[config.mk]
export PLATFORM = sky130hd
export DESIGN_NAME = rumble_sense_flat
export DESIGN_NICKNAME = d
export VERILOG_FILES = /design/src/rtl/rumble_pkg.sv /design/src/rtl/rumble_sense_if.sv /design/src/rtl/rumble_sense_pin_filter.sv /design/src/rtl/rumble_sense.sv /design/src/flat_wrapper.sv
export SDC_FILE = /design/constraint.sdc
export NUM_CORES = 1
export LEC_CHECK = 0
export BUFFER_PORTS_ARGS = -buffer_cell sky130_fd_sc_hd__buf_2
export CAP_MARGIN = 20
export CORE_UTILIZATION = 40
export DETAILED_ROUTE_END_ITERATION = 10
export PLACE_DENSITY = 0.63
export SYNTH_ARGS = -nofsm -noshare
export SYNTH_HDL_FRONTEND = slang
export SYNTH_HIERARCHICAL = 1
export SYNTH_SLANG_ARGS = --single-unit
[constraint.sdc]
create_clock -name clk_74a -period 5.1 [get_ports clk_74a]
set_input_delay 0.765 -clock clk_74a [delete_from_list [all_inputs] [get_ports clk_74a]]
set_output_delay 0.765 -clock clk_74a [all_outputs]
set_load 0.1 [all_outputs]
[src/rtl/rumble_pkg.sv]
// Shared definitions for the rumble motor blocks: state encoding and parameter defaults.
package rumble_pkg;

  typedef enum logic [1:0] {
    ST_IDLE   = 2'd0,
    ST_ARMING = 2'd1,
    ST_ACTIVE = 2'd2
  } state_t;

  localparam int unsigned SYNC_STAGES_DEF    = 2;
  localparam int unsigned GLITCH_CYCLES_DEF  = 4;
  localparam int unsigned ARM_EDGES_DEF      = 4;
  localparam int unsigned TIMEOUT_CYCLES_DEF = 1024;
  localparam int unsigned EDGE_COUNT_W       = 16;

  // Bits needed to hold every value in 0..max_val (at least one bit).
  function automatic int unsigned cnt_width(input int unsigned max_val);
    return (max_val < 2) ? 1 : $clog2(max_val + 1);
  endfunction

endpackage

[src/rtl/rumble_sense_if.sv]
// Cartridge-pin bundle seen by the rumble sensor: sensed pins in, direction and status out.
interface rumble_sense_if;
  logic [7:4] cart_tran_bank0;
  logic [7:0] cart_tran_bank3;
  logic       cart_tran_bank0_dir;
  logic       cart_tran_bank3_dir;
  logic       active;
  logic [15:0] edge_count;

  modport master (
    output cart_tran_bank0, cart_tran_bank3,
    input  cart_tran_bank0_dir, cart_tran_bank3_dir, active, edge_count
  );

  modport slave (
    input  cart_tran_bank0, cart_tran_bank3,
    output cart_tran_bank0_dir, cart_tran_bank3_dir, active, edge_count
  );
endinterface

[src/rtl/rumble_sense_pin_filter.sv]
// Synchroniser chain followed by a consecutive-sample glitch filter for one sensed pin.
module pin_filter
  import rumble_pkg::*;
#(
  parameter int unsigned SYNC_STAGES   = SYNC_STAGES_DEF,
  parameter int unsigned GLITCH_CYCLES = GLITCH_CYCLES_DEF,
  parameter logic        RESET_LEVEL   = 1'b0
)(
  input  logic clk,
  input  logic rst,
  input  logic i_pin,
  output logic o_level
);

  localparam int unsigned      CNT_W    = cnt_width(GLITCH_CYCLES - 1);
  localparam logic [CNT_W-1:0] CNT_LAST = CNT_W'(GLITCH_CYCLES - 1);

  logic [SYNC_STAGES-1:0] r_sync;
  logic                   r_level;
  logic [CNT_W-1:0]       r_cnt;
  logic                   w_sample;

  assign w_sample = r_sync[SYNC_STAGES-1];
  assign o_level  = r_level;

  // Shift the raw pin through the synchroniser flops.
  always_ff @(posedge clk) begin
    if (rst) begin
      r_sync <= {SYNC_STAGES{RESET_LEVEL}};
    end else begin
      r_sync[0] <= i_pin;
      for (int unsigned i = 1; i < SYNC_STAGES; i++) begin
        r_sync[i] <= r_sync[i-1];
      end
    end
  end

  // Count consecutive samples that disagree with the filtered level; adopt them once enough accrue.
  always_ff @(posedge clk) begin
    if (rst) begin
      r_level <= RESET_LEVEL;
      r_cnt   <= '0;
    end else if (w_sample == r_level) begin
      r_cnt <= '0;
    end else if (r_cnt == CNT_LAST) begin
      r_level <= w_sample;
      r_cnt   <= '0;
    end else begin
      r_cnt <= r_cnt + 1'b1;
    end
  end

endmodule

[src/rtl/rumble_sense.sv]
// Rumble motor activity sensor: filters the enable/drive pins, qualifies drive edges and tracks activity.
module rumble_sense
  import rumble_pkg::*;
#(
  parameter int unsigned SYNC_STAGES    = SYNC_STAGES_DEF,
  parameter int unsigned GLITCH_CYCLES  = GLITCH_CYCLES_DEF,
  parameter int unsigned ARM_EDGES      = ARM_EDGES_DEF,
  parameter int unsigned TIMEOUT_CYCLES = TIMEOUT_CYCLES_DEF
)(
  input logic           clk_74a,
  input logic           reset,
  rumble_sense_if.slave cart_if
);

  localparam int unsigned      ARM_W    = cnt_width(ARM_EDGES);
  localparam int unsigned      TMR_W    = cnt_width(TIMEOUT_CYCLES - 1);
  localparam logic [ARM_W-1:0] ARM_LAST = ARM_W'(ARM_EDGES);
  localparam logic [TMR_W-1:0] TMR_LAST = TMR_W'(TIMEOUT_CYCLES - 1);

  state_t                  r_state;
  state_t                  w_state_nxt;
  logic [ARM_W-1:0]        r_arm_cnt;
  logic [ARM_W-1:0]        w_arm_nxt;
  logic [TMR_W-1:0]        r_timer;
  logic [TMR_W-1:0]        w_timer_nxt;
  logic                    r_active;
  logic [EDGE_COUNT_W-1:0] r_edge_count;
  logic                    r_drv_d;
  logic                    w_en_level;
  logic                    w_drv_level;
  logic                    w_enable;
  logic                    w_drive_edge;
  logic                    w_timeout;
  logic                    w_unused_pins;

  pin_filter #(
    .SYNC_STAGES   (SYNC_STAGES),
    .GLITCH_CYCLES (GLITCH_CYCLES),
    .RESET_LEVEL   (1'b1)
  ) u_en_filt (
    .clk     (clk_74a),
    .rst     (reset),
    .i_pin   (cart_if.cart_tran_bank0[6]),
    .o_level (w_en_level)
  );

  pin_filter #(
    .SYNC_STAGES   (SYNC_STAGES),
    .GLITCH_CYCLES (GLITCH_CYCLES),
    .RESET_LEVEL   (1'b0)
  ) u_drv_filt (
    .clk     (clk_74a),
    .rst     (reset),
    .i_pin   (cart_if.cart_tran_bank3[1]),
    .o_level (w_drv_level)
  );

  assign w_unused_pins = ^{cart_if.cart_tran_bank0[7], cart_if.cart_tran_bank0[5:4],
                           cart_if.cart_tran_bank3[7:2], cart_if.cart_tran_bank3[0]};

  assign w_enable     = ~w_en_level;
  assign w_drive_edge = w_drv_level ^ r_drv_d;
  assign w_timeout    = (r_timer == TMR_LAST);

  // State, arm counter, timer and registered activity flag.
  always_ff @(posedge clk_74a) begin
    if (reset) begin
      r_state   <= ST_IDLE;
      r_arm_cnt <= '0;
      r_timer   <= '0;
      r_active  <= 1'b0;
      r_drv_d   <= 1'b0;
    end else begin
      r_state   <= w_state_nxt;
      r_arm_cnt <= w_arm_nxt;
      r_timer   <= w_timer_nxt;
      r_active  <= (w_state_nxt == ST_ACTIVE);
      r_drv_d   <= w_drv_level;
    end
  end

  // Qualified drive edges counted in any state, saturating.
  always_ff @(posedge clk_74a) begin
    if (reset) begin
      r_edge_count <= '0;
    end else if (w_drive_edge && w_enable && (r_edge_count != '1)) begin
      r_edge_count <= r_edge_count + 1'b1;
    end
  end

  // Next-state logic; edges beat timeouts, a dropped enable beats everything.
  always_comb begin
    w_state_nxt = r_state;
    w_arm_nxt   = r_arm_cnt;
    w_timer_nxt = r_timer;
    case (r_state)
      ST_IDLE: begin
        w_arm_nxt   = '0;
        w_timer_nxt = '0;
        if (w_drive_edge) begin
          w_arm_nxt   = ARM_W'(1);
          w_state_nxt = (ARM_EDGES <= 1) ? ST_ACTIVE : ST_ARMING;
        end
      end
      ST_ARMING: begin
        if (w_drive_edge) begin
          w_arm_nxt   = r_arm_cnt + 1'b1;
          w_timer_nxt = '0;
          if ((r_arm_cnt + 1'b1) == ARM_LAST) begin
            w_state_nxt = ST_ACTIVE;
          end
        end else if (w_timeout) begin
          w_state_nxt = ST_IDLE;
          w_arm_nxt   = '0;
          w_timer_nxt = '0;
        end else begin
          w_timer_nxt = r_timer + 1'b1;
        end
      end
      ST_ACTIVE: begin
        if (w_drive_edge) begin
          w_timer_nxt = '0;
        end else if (w_timeout) begin
          w_state_nxt = ST_IDLE;
          w_arm_nxt   = '0;
          w_timer_nxt = '0;
        end else begin
          w_timer_nxt = r_timer + 1'b1;
        end
      end
      default: begin
        w_state_nxt = ST_IDLE;
        w_arm_nxt   = '0;
        w_timer_nxt = '0;
      end
    endcase
    if (!w_enable) begin
      w_state_nxt = ST_IDLE;
      w_arm_nxt   = '0;
      w_timer_nxt = '0;
    end
  end

  // Drive the interface outputs; both pin banks are inputs only.
  always_comb begin
    cart_if.cart_tran_bank0_dir = 1'b0;
    cart_if.cart_tran_bank3_dir = 1'b0;
    cart_if.active              = r_active;
    cart_if.edge_count          = r_edge_count;
  end

endmodule

[src/flat_wrapper.sv]
// flat-port wrapper written by rule: the top's interface ports become plain ports
module rumble_sense_flat import rumble_pkg::*;
#(
  parameter int unsigned SYNC_STAGES    = SYNC_STAGES_DEF,
  parameter int unsigned GLITCH_CYCLES  = GLITCH_CYCLES_DEF,
  parameter int unsigned ARM_EDGES      = ARM_EDGES_DEF,
  parameter int unsigned TIMEOUT_CYCLES = TIMEOUT_CYCLES_DEF
)
  (clk_74a, reset, cart_if_cart_tran_bank0, cart_if_cart_tran_bank3, cart_if_cart_tran_bank0_dir, cart_if_cart_tran_bank3_dir, cart_if_active, cart_if_edge_count);
  rumble_sense_if cart_if_i ();
  input logic clk_74a;
  input logic reset;
  input wire logic [$bits(cart_if_i.cart_tran_bank0)-1:0] cart_if_cart_tran_bank0;
  input wire logic [$bits(cart_if_i.cart_tran_bank3)-1:0] cart_if_cart_tran_bank3;
  output wire logic [$bits(cart_if_i.cart_tran_bank0_dir)-1:0] cart_if_cart_tran_bank0_dir;
  output wire logic [$bits(cart_if_i.cart_tran_bank3_dir)-1:0] cart_if_cart_tran_bank3_dir;
  output wire logic [$bits(cart_if_i.active)-1:0] cart_if_active;
  output wire logic [$bits(cart_if_i.edge_count)-1:0] cart_if_edge_count;
  assign cart_if_i.cart_tran_bank0 = cart_if_cart_tran_bank0;
  assign cart_if_i.cart_tran_bank3 = cart_if_cart_tran_bank3;
  assign cart_if_cart_tran_bank0_dir = cart_if_i.cart_tran_bank0_dir;
  assign cart_if_cart_tran_bank3_dir = cart_if_i.cart_tran_bank3_dir;
  assign cart_if_active = cart_if_i.active;
  assign cart_if_edge_count = cart_if_i.edge_count;
  rumble_sense #(.SYNC_STAGES(SYNC_STAGES), .GLITCH_CYCLES(GLITCH_CYCLES), .ARM_EDGES(ARM_EDGES), .TIMEOUT_CYCLES(TIMEOUT_CYCLES)) u_core (.clk_74a(clk_74a), .reset(reset), .cart_if(cart_if_i));
endmodule
# Word level (Yosys, flattened, before mapping)
# Cells that the tools add are included.
dict set report word_totals {
  reg_bits 43
  input_bits 14
  output_inout_bits 19
  elab_cells 55
}
dict set report classes {
  addsub 5
  eq_ne 11
  mux 12
  bitwise 5
  reduce_logical 10
}
# operator n
set op_table {}
lappend op_table {{16-bit by 1-bit adder with 16-bit output, second input constant} 1}
lappend op_table {{16-bit != test, second input constant} 1}
lappend op_table {{2-bit two-way mux} 6}
lappend op_table {{10-bit by 1-bit adder with 10-bit output, second input constant} 1}
lappend op_table {{10-bit == test, second input constant} 1}
lappend op_table {{3-bit two-way mux} 3}
lappend op_table {{3-bit case mux with 3 select lines} 1}
lappend op_table {{2-bit == test, second input constant} 4}
lappend op_table {{2-bit case mux with 3 select lines} 1}
lappend op_table {{3-bit OR reduction} 2}
lappend op_table {{5-bit OR reduction} 1}
lappend op_table {{2-bit by 1-bit adder with 2-bit output, second input constant} 2}
lappend op_table {{1-bit inverter} 4}
lappend op_table {{2-bit AND reduction} 2}
lappend op_table {{2-bit OR reduction} 2}
lappend op_table {{3-bit by 1-bit adder with 3-bit output, second input constant} 1}
lappend op_table {{3-bit == test, second input constant} 1}
lappend op_table {{1-bit == test} 2}
lappend op_table {{2-bit by 1-bit == test with 1-bit output, second input constant} 1}
lappend op_table {{1-bit logical AND} 2}
lappend op_table {{2-bit logical NOT} 1}
lappend op_table {{2-bit != test, second input constant} 1}
lappend op_table {{1-bit two-way mux} 1}
lappend op_table {{1-bit XOR} 1}

# Logic depth before layout (Yosys ltp)
dict set report depth {
  depth_word 7
  ltp_mapped 7
  mapped_depth_nobuf 6
}

# Modules after synthesis
# Netlist, hierarchy kept.
# module instances cells_per_inst area_each_um2 seq_area_each_um2
set modules_own_cells {}
lappend modules_own_cells {rumble_sense 1 200 1739.2 660.6}
lappend modules_own_cells {{pin_filter at u_core.u_en_filt} 1 13 171.4 100.1}
lappend modules_own_cells {{pin_filter at u_core.u_drv_filt} 1 13 168.9 100.1}

# Least setup slack after synthesis
# Ideal clock, no wire load.
dict set report synth_path {
  kind {flip-flop to flip-flop}
  startpoint {register u_core.r_edge_count[0] (netlist: u_core/cart_if.edge_count[0])}
  endpoint {register u_core.r_edge_count[0] (netlist: u_core/cart_if.edge_count[0])}
  setup_time_ns 0.121
  arrival_ns 2.598
  required_time_ns 4.979
  setup_slack_ns 2.381
  stages_incl_launch_ff 6
  n_path_buf 0
  period_less_slack_ns 2.719
  path_cell_list {dfxtp_1 -> ha_1 -> inv_1 -> nor4_1 -> a21oi_1 -> mux2_2}
}
dict set report synth_between {
  elab_chain_cells 2
  elab_cells_between_ends 3
  classes_between {add/sub (1); eq/ne (1); reduce/logical (1)}
}
# element line_no
set synth_rtl {}
lappend synth_rtl {{start: declaration} rumble_sense.sv:27} ;# logic [EDGE_COUNT_W-1:0] r_edge_count;
lappend synth_rtl {{start signal: assignment} rumble_sense.sv:87} ;# r_edge_count <= r_edge_count + 1'b1;
lappend synth_rtl {{branches (longest 2 deep; another with 16-bit by 1-bit adder with 16-bit output)} n/a}
# Parallel ways; which one is timed is not known.
# A chain may end at the register's enable or synchronous reset.

# Worst setup path in the final report
dict set report layout_path {
  startpoint {register u_core.r_edge_count[2] (netlist: u_core/cart_if.edge_count[2])}
  endpoint {register u_core.r_edge_count[13] (netlist: u_core/cart_if.edge_count[13])}
}
# The elaborated chain is that of the path after synthesis.

==> reports/qor.yml <==
setup_path:
  startpoint_type: "register"
  reg2reg_from: "u_core/cart_if.edge_count[2]"
  cp_top_family: "simple AND/OR/NAND/NOR gates"
  cp_cell_sequence: "nand4_1 > or4_1 > nor4b_1 > mux2_2"
  slowest_delay_ns: 0.71
  cp_num_buf_inv: 0
  required_ns: 5.29
  crit_path_end_kind: "register"
  crit_fanout: 8
  rr_endpoint: "u_core/cart_if.edge_count[13]"
  path_class: "reg2reg"
  cpMaxStageDelayCell: "or4_1"
  worstPathArrival_ns: 2.36
  r2r_slack_ns: 2.93
  ff2ff_path_depth: 4
synthesis:
  synth_async_sr_flop_share: 0
  synth_top_area_cell: "dfxtp_1"
  ys_ff_latch: 43
  ys.flop_type: "dfxtp_1"
  syn_area_um2: 2080
  synth_edf_count: 0
  yosysTopAreaCellShare: 0.414
  ys_top_cells_by_area: "dfxtp_1 (41%), ha_1 (6.0%), mux2_2 (3.8%)"
  syn_inst: 226
  synth.avg_cell_area_um2: 9.20
  ys_warn_count: 6
  synthDistinctLibCells: 46
  ys_seq_area_frac: 0.414
routing:
  met1_length_um: 2010
  finalWirelength_um: 3830
  firstDrtPassIters: 4
  wl_per_cell_um: 12.2
  via_per_inst: 5.37
  highest_layer: "met4"
  drtIter0Drc: 71
  wl_met3_um: 141
  met2WireLength_um: 1660
  drc: 0
  via_count: 1687
  ant_nets: 0
sta:
  tns_ns: 0
  min_period_ns: 2.17
  drv_slew: 0
  rsz0062_at_grt: "no"
  finalSetupViolations: 0
  final_hold_viol_count: 0
  setup_ws_ns: 2.93
  clock_skew_ns: 0.0116
  slew_headroom: 0.349
  worst_pin_slew_ns: 0.967
  period_share: 0.426
  max_freq_ghz: 0.461
hold_path:
  worstHoldStart: "u_core/u_en_filt/r_sync[0]"
  min_to: "u_core/u_en_filt/r_sync[1]"
  hold_path_depth: 1
  hp-class: "reg2reg"
global_routing:
  grt_pass1_wl_um: 6470
  grt_remaining_overflow: 0
  grt_max_degree: 38
  grt_use_total: 0.151
  antenna_found_initial: 0
  first_global_vias: 1438
clocking:
  cts_hold_buffers: 0
  clock_latency_ns: 0.29
  root_buffer: "clkbuf_8"
  post_cts_buffers: 0
  post_cts_resized: 0
  cts_sinks: 43
  cts.clk_slew.worst_paths_ns: 0.08
  cts_tree: "built"
  numCtsBuffers: 5
  htreeDepth: 2
  clockBufferDepth: 2
pwr:
  p_switching_uw: 126
  clkPwrFrac: 0.400
  power_density_nw_per_um2: 252
  p_int_uw: 464
  irDropWorstVdd_mv: 0.207
  p_leak_uw: 0.000876
  switching_share: 0.214
  power_frac_comb: 0.027
  pwr-share-seq: 0.574
  power_uw: 590
placed_design:
  dp_cells: 306
  dp_hpwl_um: 2700
  place_ws_ns: 2.77
  port-buffer-count: 20
  place_congestion: 0.718
floorplanning:
  core_um2: 4850
  die_w_um: 74.1
  initial_utilization: 0.429
  dieArea_um2: 5490
  die_h_um: 74.1
  ios: 33
  rows: 25
final_layout:
  diodes: 0
  mostFrequentLayoutCell: "dfxtp_1"
  layout_common_cells: "dfxtp_1 (43), nor2_1 (21), buf_2 (20)"
  fillers: 470
  multi_input_comb_area_um2: 1140
  drive_gt1_frac: 0.178
  area_growth_pct: 12.3
  fin_nets: 270
  stdcell_count: 314
  seq_area_um2: 861
outcome:
  status: "completed"
run:
  drv_cap: 0
## cells in the mapped netlist (2+ instances only)
cell type / n
a211oi_1: 6
a21oi_1: 10
a22o_1: 2
and3_1: 2
and4_1: 3
buf_4: 2
clkbuf_1: 6
dfxtp_1: 43
ha_1: 10
inv_1: 10
mux2_2: 7
mux2i_1: 2
nand2_1: 10
nand2b_1: 2
nand3_1: 11
nand4_1: 6
nor2_1: 21
nor2b_1: 12
nor3_1: 3
nor4_1: 6
nor4b_2: 2
o21ai_0: 3
o31ai_1: 4
or2_2: 3
or3_1: 2
or4_1: 8
xnor2_1: 5
xor2_1: 7
## cell families (layout without fill, tap and decap cells)
family | count (synthesis) | after routing | synth area share
buffers and inverters | 19 | 39 | 0.0385
multiplexers | 9 | 9 | 0.0475
flip-flops | 43 | 43 | 0.414
XOR/XNOR | 12 | 12 | 0.0505
AO/OA/AOI/OAI | 37 | 37 | 0.126
AND/OR/NAND/NOR | 95 | 95 | 0.261
other | 1 | 2 | 0.00180
adder cells (fa/ha/maj) | 10 | 10 | 0.0602
## layout make-up
cell class              count  area share
clock inverters             1     0.00321
multi-input cells         165       0.489
inverters                  10      0.0161
well taps                  67      0.0359
flip-flops and latches     43       0.369
repair buffers             21      0.0461
clock buffers               7      0.0412
## state kept, by name, summed over array words and instances (netlist names)
| signal | cells |
|---|---|
| u_core/cart_if.edge_count | 16 |
| u_core/r_timer | 10 |
| u_core/r_arm_cnt | 3 |
| u_core/r_state | 2 |
| u_core/u_drv_filt/r_cnt | 2 |
| u_core/u_drv_filt/r_sync | 2 |
| u_core/u_en_filt/r_cnt | 2 |
| u_core/u_en_filt/r_sync | 2 |
| u_core/cart_if.active | 1 |
| u_core/r_drv_d | 1 |
| u_core/u_drv_filt/o_level | 1 |
| u_core/u_en_filt/o_level | 1 |
## worst max-delay path by stage
stage | from | to | slack [ns] | cells past startpoint
floorplan | u_core/cart_if.edge_count[0] | u_core/cart_if.edge_count[0] | 2.38 | 5
global placement | reset | u_core/r_arm_cnt[2] | 2.78 | 5
detailed placement | reset | u_core/r_arm_cnt[2] | 2.77 | 5
CTS | u_core/cart_if.edge_count[2] | u_core/cart_if.edge_count[13] | 2.94 | 4
global route | u_core/cart_if.edge_count[2] | u_core/cart_if.edge_count[13] | 2.84 | 4
finish | u_core/cart_if.edge_count[2] | u_core/cart_if.edge_count[13] | 2.93 | 4
## metal layers
metal | vias to the layer above | track usage
met5 | - | 0
met4 | 0 | 0.0491
met3 | 2 | 0.0434
met2 | 33 | 0.227
met1 | 788 | 0.207
li1 | 864 | -
## per-stage QoR
stage	util	area (um^2)	hold slack (ns)
6_report	0.482	2340	0.424
5_1_grt	0.482	2340	0.455
4_1_cts	0.482	2340	0.427
3_5_place_dp	0.460	2230	0.406
3_3_place_gp	0.460	2230	0.391
2_1_floorplan	-	2080	0.389
## power by group through the flow
| stage | registers, uW | logic, uW | clock network, uW |
|---|---|---|---|
| after floorplan | 346 | 13.9 | 0 |
| after global placement | 346 | 15.7 | 0 |
| after detailed placement | 346 | 15.8 | 0 |
| after CTS | 338 | 15.9 | 247 |
| after global routing | 339 | 17.4 | 259 |
| final | 338 | 15.8 | 236 |
Power figures use the tool's default switching activity.
